<file path="config.mk">
export PLATFORM = sky130hd
export DESIGN_NAME = lehmer_seq
export DESIGN_NICKNAME = d
export VERILOG_FILES = /design/src/rtl/lehmer_pkg.sv /design/src/rtl/lehmer_seq_mul16.sv /design/src/rtl/lehmer_seq.sv
export SDC_FILE = /design/constraint.sdc
export NUM_CORES = 1
export LEC_CHECK = 0
export ABC_AREA = 1
export ABC_CLOCK_PERIOD_IN_PS = 3900
export BUFFER_PORTS_ARGS = -buffer_cell sky130_fd_sc_hd__buf_2
export CAP_MARGIN = 10
export CORE_ASPECT_RATIO = 0.6
export CORE_MARGIN = 8
export CORE_UTILIZATION = 40
export DETAILED_ROUTE_END_ITERATION = 10
export PLACE_DENSITY = 0.66
export SYNTH_ARGS = -nofsm -noshare
export SYNTH_HDL_FRONTEND = slang
export SYNTH_SLANG_ARGS = --single-unit
</file>
<file path="constraint.sdc">
create_clock -name clk -period 3.9 [get_ports clk]
set_input_delay 0.585 -clock clk [delete_from_list [all_inputs] [get_ports clk]]
set_output_delay 0.585 -clock clk [all_outputs]
set_load 0.005 [all_outputs]
</file>
<file path="src/rtl/lehmer_pkg.sv">
// -----------------------------------------------------------------------------
// lehmer_pkg
// Shared declarations for the Lehmer PRNG sequencer:
//   - lehmer_state_e : sequencer FSM state encoding (3 bits)
//   - DEF_MULT_A     : default multiplier constant
//   - DEF_MODULUS    : default prime modulus
//   - SEED_ONE       : value substituted whenever a zero state would appear
//   - fix_zero()     : applies the zero-to-one substitution
// -----------------------------------------------------------------------------
package lehmer_pkg;

    typedef enum logic [2:0] {
        ST_IDLE  = 3'd0,
        ST_MUL   = 3'd1,
        ST_DLOAD = 3'd2,
        ST_DWAIT = 3'd3,
        ST_OUT   = 3'd4
    } lehmer_state_e;

    localparam logic [15:0] DEF_MULT_A  = 16'd75;
    localparam logic [15:0] DEF_MODULUS = 16'd65521;
    localparam logic [15:0] SEED_ONE    = 16'd1;

    // A multiplicative generator stuck at zero never leaves zero, so zero is
    // never allowed into the state register.
    function automatic logic [15:0] fix_zero(input logic [15:0] v);
        logic [15:0] r;
        if (v == 16'd0) begin
            r = SEED_ONE;
        end else begin
            r = v;
        end
        return r;
    endfunction

endpackage

</file>
<file path="src/rtl/lehmer_seq_mul16.sv">
// -----------------------------------------------------------------------------
// seq_mul16
// 16x16 shift-add multiplier, one multiplier bit per cycle, LSB first.
// Ports:
//   clk      in   system clock, rising edge
//   rst      in   synchronous active-high reset
//   start    in   clears the accumulator, captures mcand, bit counter = 0
//   mcand    in   16-bit multiplicand (captured on start)
//   mult     in   16-bit multiplier (must be held stable while running)
//   done     out  high during the cycle in which bit 15 is being added
//   product  out  32-bit product; valid in the cycle done is high
// The product is presented combinationally alongside done so the caller can
// register it on the same edge that retires the last bit.
// -----------------------------------------------------------------------------
module seq_mul16 (
    input  logic        clk,
    input  logic        rst,
    input  logic        start,
    input  logic [15:0] mcand,
    input  logic [15:0] mult,
    output logic        done,
    output logic [31:0] product
);

    logic        active_r;
    logic [3:0]  bit_r;
    logic [15:0] mcand_r;
    logic [31:0] acc_r;
    logic [31:0] addend_s;
    logic [31:0] acc_nxt_s;

    // Partial product for the current bit and the running sum it produces.
    always_comb begin
        addend_s = 32'd0;
        if (mult[bit_r]) begin
            addend_s = {16'd0, mcand_r} << bit_r;
        end else begin
            addend_s = 32'd0;
        end
        acc_nxt_s = acc_r + addend_s;
    end

    assign done    = active_r && (bit_r == 4'd15);
    assign product = acc_nxt_s;

    // Accumulator, multiplicand and bit counter.
    always_ff @(posedge clk) begin
        if (rst) begin
            active_r <= 1'b0;
            bit_r    <= 4'd0;
            mcand_r  <= 16'd0;
            acc_r    <= 32'd0;
        end else if (start) begin
            active_r <= 1'b1;
            bit_r    <= 4'd0;
            mcand_r  <= mcand;
            acc_r    <= 32'd0;
        end else if (active_r) begin
            acc_r    <= acc_nxt_s;
            bit_r    <= bit_r + 4'd1;
            active_r <= (bit_r != 4'd15);
        end else begin
            acc_r    <= acc_r;
        end
    end

endmodule

</file>
<file path="src/rtl/lehmer_seq.sv">
// -----------------------------------------------------------------------------
// lehmer_seq
// Lehmer (multiplicative congruential) PRNG sequencer:
//   next_state = (MULT_A * state) mod MODULUS
// The product comes from seq_mul16; the reduction is done by an external
// 32-bit divider whose remainder becomes the new state and output sample.
//
// Parameters: MULT_A (16b), MODULUS (16b, nonzero), TIMEOUT (divider watchdog)
// Ports:
//   clk, rst           clock / synchronous active-high reset
//   seed_load/seed_val load a seed in IDLE (zero seed becomes 1)
//   gen_req            request next sample (level, sampled in IDLE)
//   rnd_out/rnd_valid  last sample (zero-extended) / 1-cycle update pulse
//   busy               high whenever the FSM is not in IDLE
//   div_en/div_y/div_x divider load strobe, dividend, divisor
//   div_r/div_done     divider remainder and completion pulse
//   err                sticky divider-timeout flag
//
// Optional feature: define LEHMER_SEQ_WATCHDOG_EN to enable a DWAIT
// watchdog. After TIMEOUT cycles without div_done, err is set, the state is
// kept and the previous sample is reissued. Without it, err is tied 0 and
// DWAIT waits indefinitely.
// -----------------------------------------------------------------------------
module lehmer_seq
    import lehmer_pkg::*;
#(
    parameter logic [15:0] MULT_A  = DEF_MULT_A,
    parameter logic [15:0] MODULUS = DEF_MODULUS,
    parameter int          TIMEOUT = 64
) (
    input  logic        clk,
    input  logic        rst,
    input  logic        seed_load,
    input  logic [15:0] seed_val,
    input  logic        gen_req,
    output logic [31:0] rnd_out,
    output logic        rnd_valid,
    output logic        busy,
    output logic        div_en,
    output logic [31:0] div_y,
    output logic [31:0] div_x,
    input  logic [31:0] div_r,
    input  logic        div_done,
    output logic        err
);

    lehmer_state_e state_r;
    lehmer_state_e nxt_s;

    logic [15:0] prng_r;
    logic [31:0] rnd_out_r;
    logic        rnd_valid_r;
    logic        busy_r;
    logic        div_en_r;
    logic [31:0] div_y_r;
    logic [31:0] div_x_r;

    logic        mul_start_s;
    logic        mul_done_s;
    logic [31:0] mul_product_s;
    logic        div_acc_s;
    logic [15:0] div_rem_s;
    logic        wd_expire_s;

    // Only a completion seen while waiting counts; early or stray pulses drop.
    assign div_acc_s = (state_r == ST_DWAIT) && div_done;
    assign div_rem_s = fix_zero(div_r[15:0]);

    seq_mul16 u_mul (
        .clk     (clk),
        .rst     (rst),
        .start   (mul_start_s),
        .mcand   (prng_r),
        .mult    (MULT_A),
        .done    (mul_done_s),
        .product (mul_product_s)
    );

`ifdef LEHMER_SEQ_WATCHDOG_EN
    localparam logic [15:0] WD_LAST = 16'(TIMEOUT - 1);

    logic [15:0] wd_cnt_r;
    logic        err_r;
    logic        unused_s;

    // A completion in the final watchdog cycle still wins over the timeout.
    assign wd_expire_s = (state_r == ST_DWAIT) && !div_done && (wd_cnt_r == WD_LAST);

    // Watchdog cycle counter and sticky error flag.
    always_ff @(posedge clk) begin
        if (rst) begin
            wd_cnt_r <= 16'd0;
            err_r    <= 1'b0;
        end else begin
            if (state_r == ST_DWAIT) begin
                wd_cnt_r <= wd_cnt_r + 16'd1;
            end else begin
                wd_cnt_r <= 16'd0;
            end
            if (wd_expire_s) begin
                err_r <= 1'b1;
            end
        end
    end

    assign err      = err_r;
    assign unused_s = ^div_r[31:16];
`else
    localparam logic [31:0] TIMEOUT_W = 32'(TIMEOUT);

    logic unused_s;

    assign wd_expire_s = 1'b0;
    assign err         = 1'b0;
    assign unused_s    = ^{div_r[31:16], TIMEOUT_W};
`endif

    // Next-state logic and multiplier launch.
    always_comb begin
        nxt_s       = state_r;
        mul_start_s = 1'b0;
        case (state_r)
            ST_IDLE: begin
                if (seed_load) begin
                    nxt_s = ST_IDLE;
                end else if (gen_req) begin
                    nxt_s       = ST_MUL;
                    mul_start_s = 1'b1;
                end else begin
                    nxt_s = ST_IDLE;
                end
            end
            ST_MUL: begin
                if (mul_done_s) begin
                    nxt_s = ST_DLOAD;
                end else begin
                    nxt_s = ST_MUL;
                end
            end
            ST_DLOAD: begin
                nxt_s = ST_DWAIT;
            end
            ST_DWAIT: begin
                if (div_done) begin
                    nxt_s = ST_OUT;
                end else if (wd_expire_s) begin
                    nxt_s = ST_OUT;
                end else begin
                    nxt_s = ST_DWAIT;
                end
            end
            ST_OUT: begin
                nxt_s = ST_IDLE;
            end
            default: begin
                nxt_s = ST_IDLE;
            end
        endcase
    end

    // FSM state, PRNG state and registered outputs. Strobes are computed from
    // the next state so they are high exactly during DLOAD / OUT.
    always_ff @(posedge clk) begin
        if (rst) begin
            state_r     <= ST_IDLE;
            prng_r      <= SEED_ONE;
            rnd_out_r   <= 32'd0;
            rnd_valid_r <= 1'b0;
            busy_r      <= 1'b0;
            div_en_r    <= 1'b0;
            div_y_r     <= 32'd0;
            div_x_r     <= 32'd0;
        end else begin
            state_r     <= nxt_s;
            busy_r      <= (nxt_s != ST_IDLE);
            div_en_r    <= (nxt_s == ST_DLOAD);
            rnd_valid_r <= (nxt_s == ST_OUT);

            if ((state_r == ST_IDLE) && seed_load) begin
                prng_r <= fix_zero(seed_val);
            end else if (div_acc_s) begin
                prng_r <= div_rem_s;
            end

            // Dividend/divisor stay put through DWAIT until the next product.
            if ((state_r == ST_MUL) && mul_done_s) begin
                div_y_r <= mul_product_s;
                div_x_r <= {16'd0, MODULUS};
            end

            // On a watchdog expiry prng_r is untouched, so the old sample repeats.
            if (div_acc_s) begin
                rnd_out_r <= {16'd0, div_rem_s};
            end else if (nxt_s == ST_OUT) begin
                rnd_out_r <= {16'd0, prng_r};
            end
        end
    end

    assign rnd_out   = rnd_out_r;
    assign rnd_valid = rnd_valid_r;
    assign busy      = busy_r;
    assign div_en    = div_en_r;
    assign div_y     = div_y_r;
    assign div_x     = div_x_r;

endmodule
</file>
==> Word-level counts from Yosys, hierarchy flattened <==
Memories as Yosys holds them, arrays and structs flattened. A register that Yosys moved wholly into a read port is not among the register bits.
Index checks and enable logic that the tools add are counted.
{ "word_totals": {"register_bits": 124, "latchBits": 0, "ramBits": 0, "mem_bits_ro": 16, "inputBits": 53, "wordCells": 55, "n_memories": 1} }
{ "memory_table": {"columns": ["memory", "depth", "width", "rd", "rd_clocked_by_memory_dff", "wr", "line_no", "source"], "rows": [
  ["(no name shown)", 16, 1, 1, 1, 0, "lehmer_seq_mul16.sv:35", "if (mult[bit_r]) begin"]
]} }
{ "op_classes": {"n_addsub": 2, "mul": 0, "div": 0, "magnitude_cmp": 1, "n_eq_ne": 7, "shift": 1, "n_mux": 20, "bitwise_logic": 0, "n_reduce_logical": 11} }
{ "ops": {"columns": ["operator", "count"], "rows": [
  ["16-bit 2-to-1 mux", 6],
  ["32-bit adder", 1],
  ["16-bit zero test", 2],
  ["32-bit 2-to-1 mux", 1],
  ["16-bit by 4-bit left shift with 32-bit output", 1],
  ["3-bit one-hot mux with 4 select lines", 1],
  ["3-bit by 2-bit equality test with 1-bit output, second input constant", 3],
  ["1-bit 2-to-1 mux", 8],
  ["4-bit 2-to-1 mux", 2],
  ["4-bit by 5-bit less-than comparator with 1-bit output, second input constant", 1],
  ["4-bit by 1-bit adder with 4-bit output, second input constant", 1],
  ["4-bit equality test, second input constant", 1],
  ["1-bit logical AND", 4],
  ["4-bit inequality test, second input constant", 1],
  ["2-bit nonzero test", 2],
  ["3-bit by 1-bit equality test with 1-bit output, second input constant", 1],
  ["3-bit equality test, second input constant", 1],
  ["3-bit zero test", 1],
  ["3-bit 2-to-1 mux", 1],
  ["3-bit nonzero test", 1],
  ["2-bit 2-to-1 mux", 1],
  ["2-bit OR reduction", 1]
]} }

==> Depth between registers and ports, before layout <==
{ "depth": {"depth_word": 7, "ltp_mapped": 23, "depth_no_buf": 22} }

==> Cells and area by module <==
Synthesis repeated with hierarchy kept, for this count alone.
{ "hier_totals": {"hier_cells": 1442, "hier_area_um2": 8816.0} }
{ "modules_own_cells": {"columns": ["module", "instances", "cells_per_inst", "area_per_inst_um2", "seq_area_each_um2"], "rows": [
  ["seq_mul16", 1, 1012, 5617.9, 1061.0],
  ["lehmer_seq", 1, 430, 3198.1, 1421.4]
]} }

==> Worst setup path after synthesis <==
OpenSTA, ideal clock, no wires.
{ "synth_timing": {"path_type": "register -> register", "from": "reg u_mul.bit_r[0]", "to": "reg u_mul.acc_r[13]", "arrival_time_ps": 2382, "required_time_ps": 3785, "setup_slack_ps": 1403, "path_stages_with_launch": 19, "n_path_buf": 1, "path_cell_list": "dfxtp_1 -> buf_6 -> or2_2 -> o21ai_0 -> nand2_1 -> nand2_1 -> nor2_1 -> a31oi_1 -> o22ai_1 -> ha_1 -> nand2_1 -> inv_1 -> nand2_1 -> inv_1 -> a21oi_1 -> nand2_1 -> xor2_1 -> o21ai_0 -> inv_1"} }
{ "synth_via": {"elab_chain_len": 3} }
{ "synth_rtl": {"columns": ["element", "line_no", "source"], "rows": [
  ["start: declaration", "lehmer_seq_mul16.sv:26", "logic [3:0] bit_r;"],
  ["start signal: assignment", "lehmer_seq_mul16.sv:60", "bit_r <= bit_r + 4'd1;"],
  ["16-bit by 4-bit left shift with 32-bit output", "lehmer_seq_mul16.sv:36", "addend_s = {16'd0, mcand_r} << bit_r;"],
  ["32-bit 2-to-1 mux", "lehmer_seq_mul16.sv:35", null],
  ["32-bit adder", "lehmer_seq_mul16.sv:40", "acc_nxt_s = acc_r + addend_s;"],
  ["end signal: assignment", "lehmer_seq_mul16.sv:59", "acc_r <= acc_nxt_s;"],
  ["end signal: assignment", "lehmer_seq_mul16.sv:63", "acc_r <= acc_r;"],
  ["end: declaration", "lehmer_seq_mul16.sv:28", "logic [31:0] acc_r;"]
]} }
No other way between the ends.
A chain may end at the register's enable or synchronous reset.

==> Final worst setup path <==
{ "layout_timing": {"from": "reg u_mul.bit_r[0]", "to": "reg div_y_r[12] (netlist: div_y[12])"} }
{ "layout_via": {"elab_chain_len": 3, "word_cells_on_any_way": 6} }
{ "layout_rtl": {"columns": ["element", "line_no", "source"], "rows": [
  ["16-bit by 4-bit left shift with 32-bit output / 4-bit equality test (equally long branches)", "lehmer_seq_mul16.sv:36, lehmer_seq_mul16.sv:43", null],
  ["32-bit 2-to-1 mux / 1-bit logical AND (equally long branches)", "lehmer_seq_mul16.sv:35, lehmer_seq_mul16.sv:43", null],
  ["32-bit adder / 1-bit logical AND (equally long branches)", "lehmer_seq_mul16.sv:40, lehmer_seq.sv:186", null],
  ["end signal: assignment", "lehmer_seq.sv:187", "div_y_r <= mul_product_s;"],
  ["end: declaration", "lehmer_seq.sv:55", "logic [31:0] div_y_r;"]
]} }
Parallel ways exist; a longest one is shown, timed or not.

==> metrics.md <==
| Metric | Value |
|---|---|
| Status | finished clean |
| Register area share after synthesis | 0.2979 |
| Die W | 203.1 um |
| Initial antenna violation count | 0 |
| IO Port Bufs | 100 |
| Non-filler instance count after layout | 1738 |
| Vias in the first global route | 7610 |
| Nature of the critical path endpoint | register |
| Final Cycle Share | 0.8862 |
| Vias | about 8500 |
| EDFF count, synth | 0 |
| Synthesized area | 8401 um^2 |
| CTS tree | built |
| Final setup fails | 0 |
| Hold Path Depth | 3 |
| # H-tree levels | 4 |
| Number of remaining DRC errors | 0 |
| R2R depth | 16 |
| Worst Setup Path Type | reg2reg |
| LEAKAGE | 5.238 nW |
| Register area | about 2500 um^2 |
| Dpl hpwl | 19860 um |
| Number of cell rows | 41 |
| Tot GR Track Use | 0.1967 |
| Sum Neg Setup Slack | 0 ps |
| Share of flip-flops with an asynchronous set or reset | 0 |
| Pin count of the biggest net entering global routing | 55 |
| Core area | 20830 um^2 |
| Main synth FF type | dfxtp_1 |
| Worst R2R Setup Slack | 440 ps |
| Placed insts | 1709 |
| Clock tree buffer depth | 2 |
| Fin area | 9400 um^2 |
| Vias per Instance | approximately 4.9 |
| Worst-skew pair later-pin latency | 430 ps |
| Worst hold slack | 430.1 ps |
| Max Freq | 289.4 MHz |
| Reg2reg start | u_mul.bit_r[0]$_SDFFE_PN0P_ |
| Ratio of cells with drive above 1 in the final layout | 0.1145 |
| Area of the multi-input gates | 4527 um^2 |
| Slew HR | 0.4465 |
| Io pins | between 150 and 200 |
| First DRT Iteration DRCs | 710 |
| Fill cells | 2284 |
| Total CTS buffers | 17 |
| Die H | 128.3 um |
| Post-Syn Instances | between 1000 and 1500 |
| Antenna diodes | 0 |
| Synth warn | 0 |
| Placed cell area | 8855 um^2 |
| Pwr Density | 366.6 nW/um^2 |
| Area growth syn-to-layout | 11.90% |
| Min Tclk post-route | 3456 ps |
| Max Clock Skew | 9.659 ps |
| Synth cell types | 45 |
| Syn Area/Cell | 6.079 um^2 |
| Wirelength, routed | about 26000 um |
| Critical Path RT | about 4200 ps |
| RePlAce Congestion | 0.9317 |
| Max_cap viols | 0 |
| Final Hold Viols | 0 |
| Unrepaired setup endpoints after global routing | false |
| Clk sinks | 125 |
| Hold path endpoint | prng_r[0]$_SDFFE_PP1P_ |
| Crit path max fanout | 18 |
| Synth Register Bits | 125 |
| Hold bufs inserted after CTS | 0 |
| Final ANT Viol Nets | 0 |
| Initial Utilization | 0.4033 |
| Clk root buf | clkbuf_16 |
| Slew Viols, Final | 0 |
| Crit path DAT | 3780 ps |
| Gates resized, CTS repair | 0 |
| First-pass GRT wire length | 40440 um |
| Avg WL per Cell | approximately 15 um |
| Peak supply drop | 0.3147 mV |
| Post-CTS setup buffers | 0 |
| FF-to-FF End | div_y[12]$_SDFFE_PP0P_ |
| Total congestion overflow | 0 |
| Worst-path clk slew | approximately 60 ps |
| Hold path start | seed_val[0] |
| Router iterations before antenna repair | 5 |
| Nets@finish | 1535 |
| HP Class | in2reg |
| Critical path launch point type | register |
| Final core occ | 0.4513 |
| Worst slew pin tran | 827.3 ps |
| Die area | 26050 um^2 |
==> report_power, final <==
group	total, mW	internal, mW	switching (mW)
clock	1.52	0.939	0.579
sequential	1.36	1.33	0.0341
combinational	0.567	0.173	0.393
==> stage by stage <==
step           power, mW  setup WS, ps
2_1_floorplan      1.797          1403
3_3_place_gp       1.925         670.0
3_5_place_dp       1.935         660.5
4_1_cts            3.465         636.8
5_1_grt            3.601         248.3
6_report           3.446         444.0
==> critical path, cell delays in order, from the launching register on <==
cell,delay [ps]
dfxtp_1,310
buf_4,190
or2_2,300
o21ai_0,110
nand2_1,80
nand2_1,110
nor2_1,50
a31oi_1,290
o22ai_1,200
ha_1,410
nand2_1,130
inv_1,60
a21oi_1,190
nand3_1,250
xnor2_1,450
a21o_1,170
inv_1,40
==> registers in the layout, summed over array words and instances (netlist names), named ones only <==
| name | flops |
|---|---|
| div_en | 1 |
| u_mul.active_r | 1 |
| prng_r | 16 |
| div_x | 1 |
| state_r | 3 |
| u_mul.bit_r | 4 |
| u_mul.acc_r | 32 |
| div_y | 32 |
| rnd_out | 16 |
| rnd_valid | 1 |
| busy | 1 |
| u_mul.mcand_r | 16 |
==> cell families (layout without fill, tap and decap cells) <==
kind of cell / count (synthesis) / in the layout / share of synthesized area
AND/OR/NAND/NOR: 693 / 693 / 0.3388
buffers and inverters: 335 / 377 / 0.1789
AO/OA/AOI/OAI: 178 / 178 / 0.1160
flip-flops: 125 / 125 / 0.2979
adder cells (fa/ha/maj): 33 / 33 / 0.05004
XOR/XNOR: 16 / 16 / 0.01668
other: 1 / 36 / 0.0004464
multiplexers: 1 / 1 / 0.001192
==> layer usage <==
layer  vias to the layer above  GRT usage  part of all wire
li1                       4308          -                 -
met1                      3878     0.3046              0.52
met2                       280     0.2518              0.37
met3                        18    0.05729             0.097
met4                         0    0.05140             0.012
met5                         -          0                 0
==> worst max-delay path by stage <==
stage | startpoint | end | slack (ps)
6_report | u_mul.bit_r[0]$_SDFFE_PN0P_ | div_y[12]$_SDFFE_PP0P_ | 440
5_1_grt | u_mul.bit_r[0]$_SDFFE_PN0P_ | u_mul.acc_r[22]$_SDFFE_PN0P_ | 250
4_1_cts | u_mul.bit_r[0]$_SDFFE_PN0P_ | div_y[12]$_SDFFE_PP0P_ | 640
3_5_place_dp | u_mul.bit_r[0]$_SDFFE_PN0P_ | div_y[12]$_SDFFE_PP0P_ | 660
3_3_place_gp | u_mul.bit_r[0]$_SDFFE_PN0P_ | div_y[17]$_SDFFE_PP0P_ | 670
2_1_floorplan | u_mul.bit_r[0]$_SDFFE_PN0P_ | u_mul.acc_r[13]$_SDFFE_PN0P_ | 1400
==> layout make-up <==
| cell class | instances | share of cell area |
|---|---|---|
| Multi-Input combinational cell | 957 | 0.4816 |
| Inverter | 241 | 0.09677 |
| Clock buffer | 21 | 0.04792 |
| Clock inverter | 8 | 0.01012 |
| Timing Repair Buffer | 107 | 0.06016 |
| Sequential cell | 125 | 0.2663 |
| Tap cell | 279 | 0.03714 |
==> cells in the mapped netlist (2+ instances only) <==
cell	n	area [um^2]
dfxtp_1	125	2502
ha_1	32	400.4
o22ai_1	22	137.6
buf_6	3	33.78
or2_1	2	12.51
o21bai_1	3	22.52
nand2_2	5	31.28
clkbuf_1	19	71.32
nand3_2	2	20.02
nor4_1	5	31.28
a21oi_1	57	285.3
o2111ai_1	2	17.52
o211ai_1	2	15.01
o21ai_0	62	310.3
or2_2	4	25.02
nor3_1	3	15.01
nand2_1	378	1419
nor2_4	2	22.52
o21ai_2	2	17.52
xnor2_1	5	43.79
inv_4	2	12.51
inv_1	235	882.1
nor2_2	6	37.54
buf_2	12	60.06
nand4_1	6	37.54
inv_2	4	15.01
a21o_1	4	30.03
buf_4	54	405.4
a31oi_1	9	56.30
buf_1	6	22.52
xor2_1	11	96.34
nor2_1	198	743.2
o21ai_1	13	65.06
nand3_1	76	380.4
==> cells in the final DEF (no fill, tap or decap), drive strengths merged, types with 3 or more instances in the layout <==
cell and instances:
nand2 384, inv 241, nor2 206, dfxtp 125
buf 107, nand3 78, o21ai 77, a21oi 58
conb 36, ha 32, o22ai 22, clkbuf 21
xor2 11, a31oi 9, nand4 7, nor4 6
or2 6, xnor2 5, a21o 4, clkinv 4
nor3 4, o21bai 3
(Power assumes the default switching activity.)
